<file path="src/rtl/seq_mult_param.sv">
// seq_mult_param: shift-add multiplier, one multiplier bit per clock,
// signed (two's complement) or unsigned mode selected per operation.
module seq_mult_param #(
    parameter int WIDTH = 8
) (
    input  logic                 clk,
    input  logic                 rst_n,
    input  logic                 start,
    input  logic                 signed_mode,
    input  logic [WIDTH-1:0]     A,
    input  logic [WIDTH-1:0]     B,
    output logic [2*WIDTH-1:0]   Product,
    output logic                 ready,
    output logic                 done
);
    localparam int CNT_W = $clog2(WIDTH+1);
    logic [WIDTH:0]   m;
    logic [WIDTH:0]   m_sel;
    logic [WIDTH:0]   sum;
    logic [CNT_W-1:0] cnt;
    logic             mode;
    logic             last;
    logic             ext_p;
    always_comb begin
        last  = cnt == CNT_W'(WIDTH-1);
        // the multiplier MSB carries weight -2^(W-1) in signed mode
        m_sel = (last && mode) ? -m : m;
        ext_p = mode & Product[2*WIDTH-1];
        sum   = {ext_p, Product[2*WIDTH-1:WIDTH]} + m_sel;
    end
    always_ff @(posedge clk) begin
        if (!rst_n) begin
            Product <= '0;
            m       <= '0;
            cnt     <= '0;
            mode    <= 1'b0;
            ready   <= 1'b1;
            done    <= 1'b0;
        end else if (start) begin
            Product <= {{WIDTH{1'b0}}, B};
            m       <= {signed_mode & A[WIDTH-1], A};
            cnt     <= '0;
            mode    <= signed_mode;
            ready   <= 1'b0;
            done    <= 1'b0;
        end else if (!ready) begin
            cnt     <= cnt + CNT_W'(1);
            Product <= Product[0] ? {sum, Product[WIDTH-1:1]} : {ext_p, Product[2*WIDTH-1:1]};
            ready   <= last;
            done    <= last;
        end else begin
            done    <= 1'b0;
        end
    end
endmodule

</file>
<file path="config.mk">
export PLATFORM = sky130hd
export DESIGN_NAME = seq_mult_param
export DESIGN_NICKNAME = d
export VERILOG_FILES = /design/src/rtl/seq_mult_param.sv
export SDC_FILE = /design/constraint.sdc
export NUM_CORES = 1
export LEC_CHECK = 0
export BUFFER_PORTS_ARGS = -buffer_cell sky130_fd_sc_hd__buf_2
export CORE_AREA = 2 2 66 68
export DETAILED_ROUTE_END_ITERATION = 8
export DIE_AREA = 0 0 68 70
export PLACE_DENSITY = 0.73
export SLEW_MARGIN = 20
export SYNTH_ARGS = -nofsm -noshare
export SYNTH_HDL_FRONTEND = slang
export SYNTH_SLANG_ARGS = --single-unit
export TNS_END_PERCENT = 5
</file>
<file path="constraint.sdc">
create_clock -name clk -period 2.4 [get_ports clk]
set_input_delay 0.12 -clock clk [delete_from_list [all_inputs] [get_ports clk]]
set_output_delay 0.12 -clock clk [all_outputs]
set_load 0.01 [all_outputs]
</file>
## Word-level counts from Yosys, hierarchy flattened

Index checks and enable logic that the tools add are counted.

- Logic and storage cells: 24
- Bits in registers: 32

- Equal/unequal tests: 2
- Bitwise gates (word level): 3
- Add/subtract/negate cells: 3
- Reductions and logical operators: 3
- Mux-type cells: 6

Operators by type and width:

| cell | number |
|---|---|
| $mux W16 | 1 |
| $mux W8 | 2 |
| $add A9 B9 Y9 | 1 |
| $mux W9 | 1 |
| $neg A9 Y9 | 1 |
| $add A4 B1 Y4 const B | 1 |
| $eq A4 B3 Y1 const B | 1 |
| $reduce_or A3 Y1 | 1 |
| $and A1 B1 Y1 | 2 |
| $mux W1 | 2 |
| $ne A2 B2 Y1 const B | 1 |
| $reduce_or A2 Y1 | 1 |
| $logic_and A1 B1 Y1 | 1 |
| $not A1 Y1 | 1 |

## Depth between registers and ports, before layout

- Word-level depth: 7
- Gate-level depth with buffers: 10
- Depth with buffers taken out: 10

## Worst setup path after synthesis

OpenSTA, ideal clock, no wires.

- Path type: register to register
- Start: register cnt[0]
- End: register Product[15]
- Setup time: 72 ps
- Data required time: 2,328 ps
- Cell stages (with the launch flop): 10
- Slack: -84 ps
- Arrival time: 2,413 ps
- Path through: dfxtp_1 > ha_1 > nand4b_4 > mux2_2 > fa_1 > a211oi_1 > o21ai_1 > a22o_1 > a21oi_2 > mux2i_1

- Cells in the longest elaborated chain, start to end: 5

RTL lines:

| element | RTL line | text |
|---|---|---|
| start: declaration | 20 | `logic [CNT_W-1:0] cnt;` |
| start signal: assignment | 47 | `cnt <= cnt + CNT_W'(1);` |
| $eq A4 B3 Y1 | 25 | `last = cnt == CNT_W'(WIDTH-1);` |
| $logic_and A1 B1 Y1 | 27 | `m_sel = (last && mode) ? -m : m;` |
| $mux W9 | 27 |  |
| $add A9 B9 Y9 | 29 | `sum = {ext_p, Product[2*WIDTH-1:WIDTH]} + m_sel;` |
| $mux W16 | 48 | `Product <= Product[0] ? {sum, Product[WIDTH-1:1]} : {ext_p, Product[2*WIDTH-1:1]};` |
| end signal: assignment | 40 | `Product <= {{WIDTH{1'b0}}, B};` |
| end signal: assignment | 48 |  |
| end: declaration | 12 | `output logic [2*WIDTH-1:0] Product,` |

No other way between the ends.
A chain may end at the register's enable or synchronous reset.

## Final worst setup path

Same ends and word-level chain as after synthesis.

==> flow_summary.yaml <==
die:
  floorplan.rows: 24
  die_height_um: 70
  initial_utilization_pct: 46.1
  io-pin-count: 38
  die_width_um: 68
  design.die.area_um2: 4760
  core-area_um2: 4140
route:
  wirelength_um: 4530
  drt-pass1-iter-count: 4
  viasPerCell: 5.29
  via_count: 1703
  drt-wirelength-per-cell_um: 14.1
  drcViolationCount: 0
  detailedRoute.firstIterationViolations: 82
  antenna_violating_nets_post_route: 0
clock_tree:
  cts.htree.levels: 2
  cts_root_buf: "sky130_fd_sc_hd__clkbuf_8"
  cts-hold-fix-buffers: 0
  clk_pin_slew_worst_paths_ns: 0.06
  clock_tree_from_tritoncts: "built"
  worst_skew_pair_later_pin_latency_ns: 0.29
  cts_max_path_buffers: 2
  cts_inserted_buffers: 5
  clock-sinks: 32
sta:
  timing.final.setup_violations: 0
  timing_max_transition_violations_final: 0
  rsz_0062_raised_after_global_routing: "yes"
  final_period_minus_worst_setup_slack_ns: 2.37
  fin_ws_ns: 0.0315
  worstMarginPinSlew_ns: 0.503
  final-hold-violation-count: 0
  fmax_mhz: 422
  relSlewSlack_pct: 66.5
  timing.clock.skew_ns: 0.00584
  layout_worst_path_cycle_share_pct: 98.7
synthesis:
  syn-instance-count: 212
  synth-warning-count: 0
  register_area_share_after_synthesis_pct: 33.5
  synth_cell_type_count: 46
  synth.avg_cell_area_um2: 9.01
  synthFlopType: "sky130_fd_sc_hd__dfxtp_1"
  synth_area_leader_cell: "sky130_fd_sc_hd__dfxtp_1"
  yosys-top-cells-area: "sky130_fd_sc_hd__dfxtp_1 34%, sky130_fd_sc_hd__mux2i_1 12%, sky130_fd_sc_hd__ha_1 7.2%, sky130_fd_sc_hd__nor2b_1 5.2%, sky130_fd_sc_hd__xor2_1 4.6%"
  async_reset_ff_share_pct: 0
  synth_enable_flop_cells: 0
  yosys_register_bits: 32
  synthDominantCellAreaShare_pct: 33.5
  cell_area_after_synthesis_um2: 1910
  synth_fp_nets: 244
worst_setup_path:
  crit_path_max_incr_delay_ns: 0.38
  cp_top_family: "compound AO/OA/AOI/OAI gates"
  worst_setup_path_start_kind: "flop"
  worstPathBufferInverterCount: 0
  crit_chain: "ha_4 -> nand4b_4 -> mux2_4 -> fa_2 -> a211oi_2 -> o21ai_1 -> a22o_1 -> a21oi_2 -> mux2i_1"
  cp.required_ns: 2.62
  cp_max_fo: 5
  critical_path_arrival_ns: 2.59
  crit_path_end_kind: "flop"
  critical_path.slowest_cell: "sky130_fd_sc_hd__fa_2"
  crit_type: "flop to flop"
global_route:
  grt_remaining_overflow: 0
  pin_count_of_the_biggest_net_entering_global_routing: 30
  grtUsageTotal_pct: 19.9
  antenna_found_initial: 0
  vias_in_the_first_global_route: 1630
  grt_pass1_wl_um: 7290
placed_design:
  detailed_place_hpwl_um: 3170
  placement.setup.worst_slack_ns: -0.0705
  port_buffers: 37
  routabilityCongestion: 0.872
finish:
  synthToLayoutAreaGrowth_pct: 30.8
  num-nets-final: 302
  layout-drive-gt1-share_pct: 33.7
  antenna_diodes: 0
run:
  drv.max_cap_violation_count: 0
pwr:
  p_leak_nw: 1.21
  irDropWorstVdd_mv: 0.271
  total_power_mw: 1.24
  powerDensity_nw_per_um2: 496
min_path:
  worst_hold_path_type: "input pin to flop"
status:
  run_status: "finished clean"
cell type report:
class / count / area (um^2)
Inverter: 3 / 11.3
Multi-Input combinational cell: 167 / 1320
Timing Repair Buffer: 61 / 369
Fill cell: 347 / 1640
Clock buffer: 7 / 96.3
Tap cell: 52 / 65.1
Sequential cell: 32 / 643
report_power, final:
part           internal, mW  total [mW]  switching [mW]
clock                 0.255       0.453           0.198
combinational         0.102       0.210           0.108
sequential            0.554       0.577          0.0233
total                 0.911        1.24           0.329
flip-flops by register name, indices dropped and copies added, names as in the netlist:
register  count
ready         1
cnt           4
m             9
done          1
Product      16
mode          1
stage by stage:
step	cell area [um^2]	std cells	setup TNS [ns]	hold WS, ns	util, %
6_report	2500	322	0	0.0968	60.3
3_5_place_dp	2290	312	-0.113	0.390	55.2
2_1_floorplan	1920	212	0	0.278	-
4_1_cts	2420	320	-0.00459	0.0969	58.3
5_1_grt	2500	322	-0.159	0.117	60.3
3_3_place_gp	2290	312	-0.0532	0.378	55.2
cells in the final DEF (no fill, tap or decap), types with 5 or more instances in the layout:
cell type	synthesis	layout
sky130_fd_sc_hd__a21oi_1	9	6
sky130_fd_sc_hd__and2_1	8	8
sky130_fd_sc_hd__buf_2	2	37
sky130_fd_sc_hd__buf_4	0	23
sky130_fd_sc_hd__clkbuf_8	0	7
sky130_fd_sc_hd__dfxtp_1	32	30
sky130_fd_sc_hd__ha_1	11	7
sky130_fd_sc_hd__mux2i_1	22	22
sky130_fd_sc_hd__nand2_1	11	11
sky130_fd_sc_hd__nand2b_1	5	5
sky130_fd_sc_hd__nor2_1	15	15
sky130_fd_sc_hd__nor2b_1	16	16
sky130_fd_sc_hd__o21ai_0	13	12
sky130_fd_sc_hd__xor2_1	10	10
worst reg2reg max path: stages, from the launching register on:
cell	delay [ns]
sky130_fd_sc_hd__dfxtp_2	0.35
sky130_fd_sc_hd__ha_4	0.15
sky130_fd_sc_hd__nand4b_4	0.16
sky130_fd_sc_hd__mux2_4	0.37
sky130_fd_sc_hd__fa_2	0.38
sky130_fd_sc_hd__a211oi_2	0.26
sky130_fd_sc_hd__o21ai_1	0.10
sky130_fd_sc_hd__a22o_1	0.20
sky130_fd_sc_hd__a21oi_2	0.13
sky130_fd_sc_hd__mux2i_1	0.18
logic make-up after synthesis:
family	share of synthesized area [%]
buf+inv	2.69
flops	33.5
compound gates	16.6
xor+xnor	5.96
simple gates	20.9
fa+ha+maj	8.25
mux	12.1
per-layer routing:
layer | GRT usage, % | vias up | routed length, um
met5 | 0 | - | 0
met4 | 6.00 | 0 | 48
met3 | 5.48 | 8 | 239
li1 | - | 864 | -
met2 | 31.4 | 36 | 2310
met1 | 26.0 | 795 | 1930
Yosys cell counts, types with 2 or more instances:
master	number
sky130_fd_sc_hd__and2_1	8
sky130_fd_sc_hd__xor2_1	10
sky130_fd_sc_hd__nand2_1	11
sky130_fd_sc_hd__a21o_1	2
sky130_fd_sc_hd__o22ai_1	2
sky130_fd_sc_hd__o21ai_0	13
sky130_fd_sc_hd__dfxtp_1	32
sky130_fd_sc_hd__nor2_1	15
sky130_fd_sc_hd__a21oi_1	9
sky130_fd_sc_hd__a211oi_1	6
sky130_fd_sc_hd__ha_1	11
sky130_fd_sc_hd__inv_1	3
sky130_fd_sc_hd__o21a_1	2
sky130_fd_sc_hd__o21ai_1	2
sky130_fd_sc_hd__nor4_1	2
sky130_fd_sc_hd__nor3_1	4
sky130_fd_sc_hd__buf_2	2
sky130_fd_sc_hd__a31oi_1	2
sky130_fd_sc_hd__nor2b_1	16
sky130_fd_sc_hd__nand2b_1	5
sky130_fd_sc_hd__xnor2_1	3
sky130_fd_sc_hd__mux2i_1	22
sky130_fd_sc_hd__clkbuf_1	7
worst paths after layout:
| kind | from | endpoint | slack [ns] | cells past startpoint |
|---|---|---|---|---|
| min | A[4] | m[4]$_SDFFE_PN0P_ | 0.1 | 3 |
| max | cnt[0]$_SDFFE_PP0N_ | Product[15]$_SDFFE_PP0N_ | 0.03 | 9 |
| max reg2reg | cnt[0]$_SDFFE_PP0N_ | Product[15]$_SDFFE_PP0N_ | 0.03 | 9 |
| min reg2reg | Product[11]$_SDFFE_PP0N_ | Product[11]$_SDFFE_PP0N_ | 0.50 | 2 |
timing repair:
action,in CTS,in global routing
pin swaps,4,13
gates cloned,0,0
buffers inserted,1,2
setup endpoints to repair,4,5
hold endpoints to repair,0,0
gates resized for setup,8,12
Note: power is estimated with default switching activity, not from simulation.
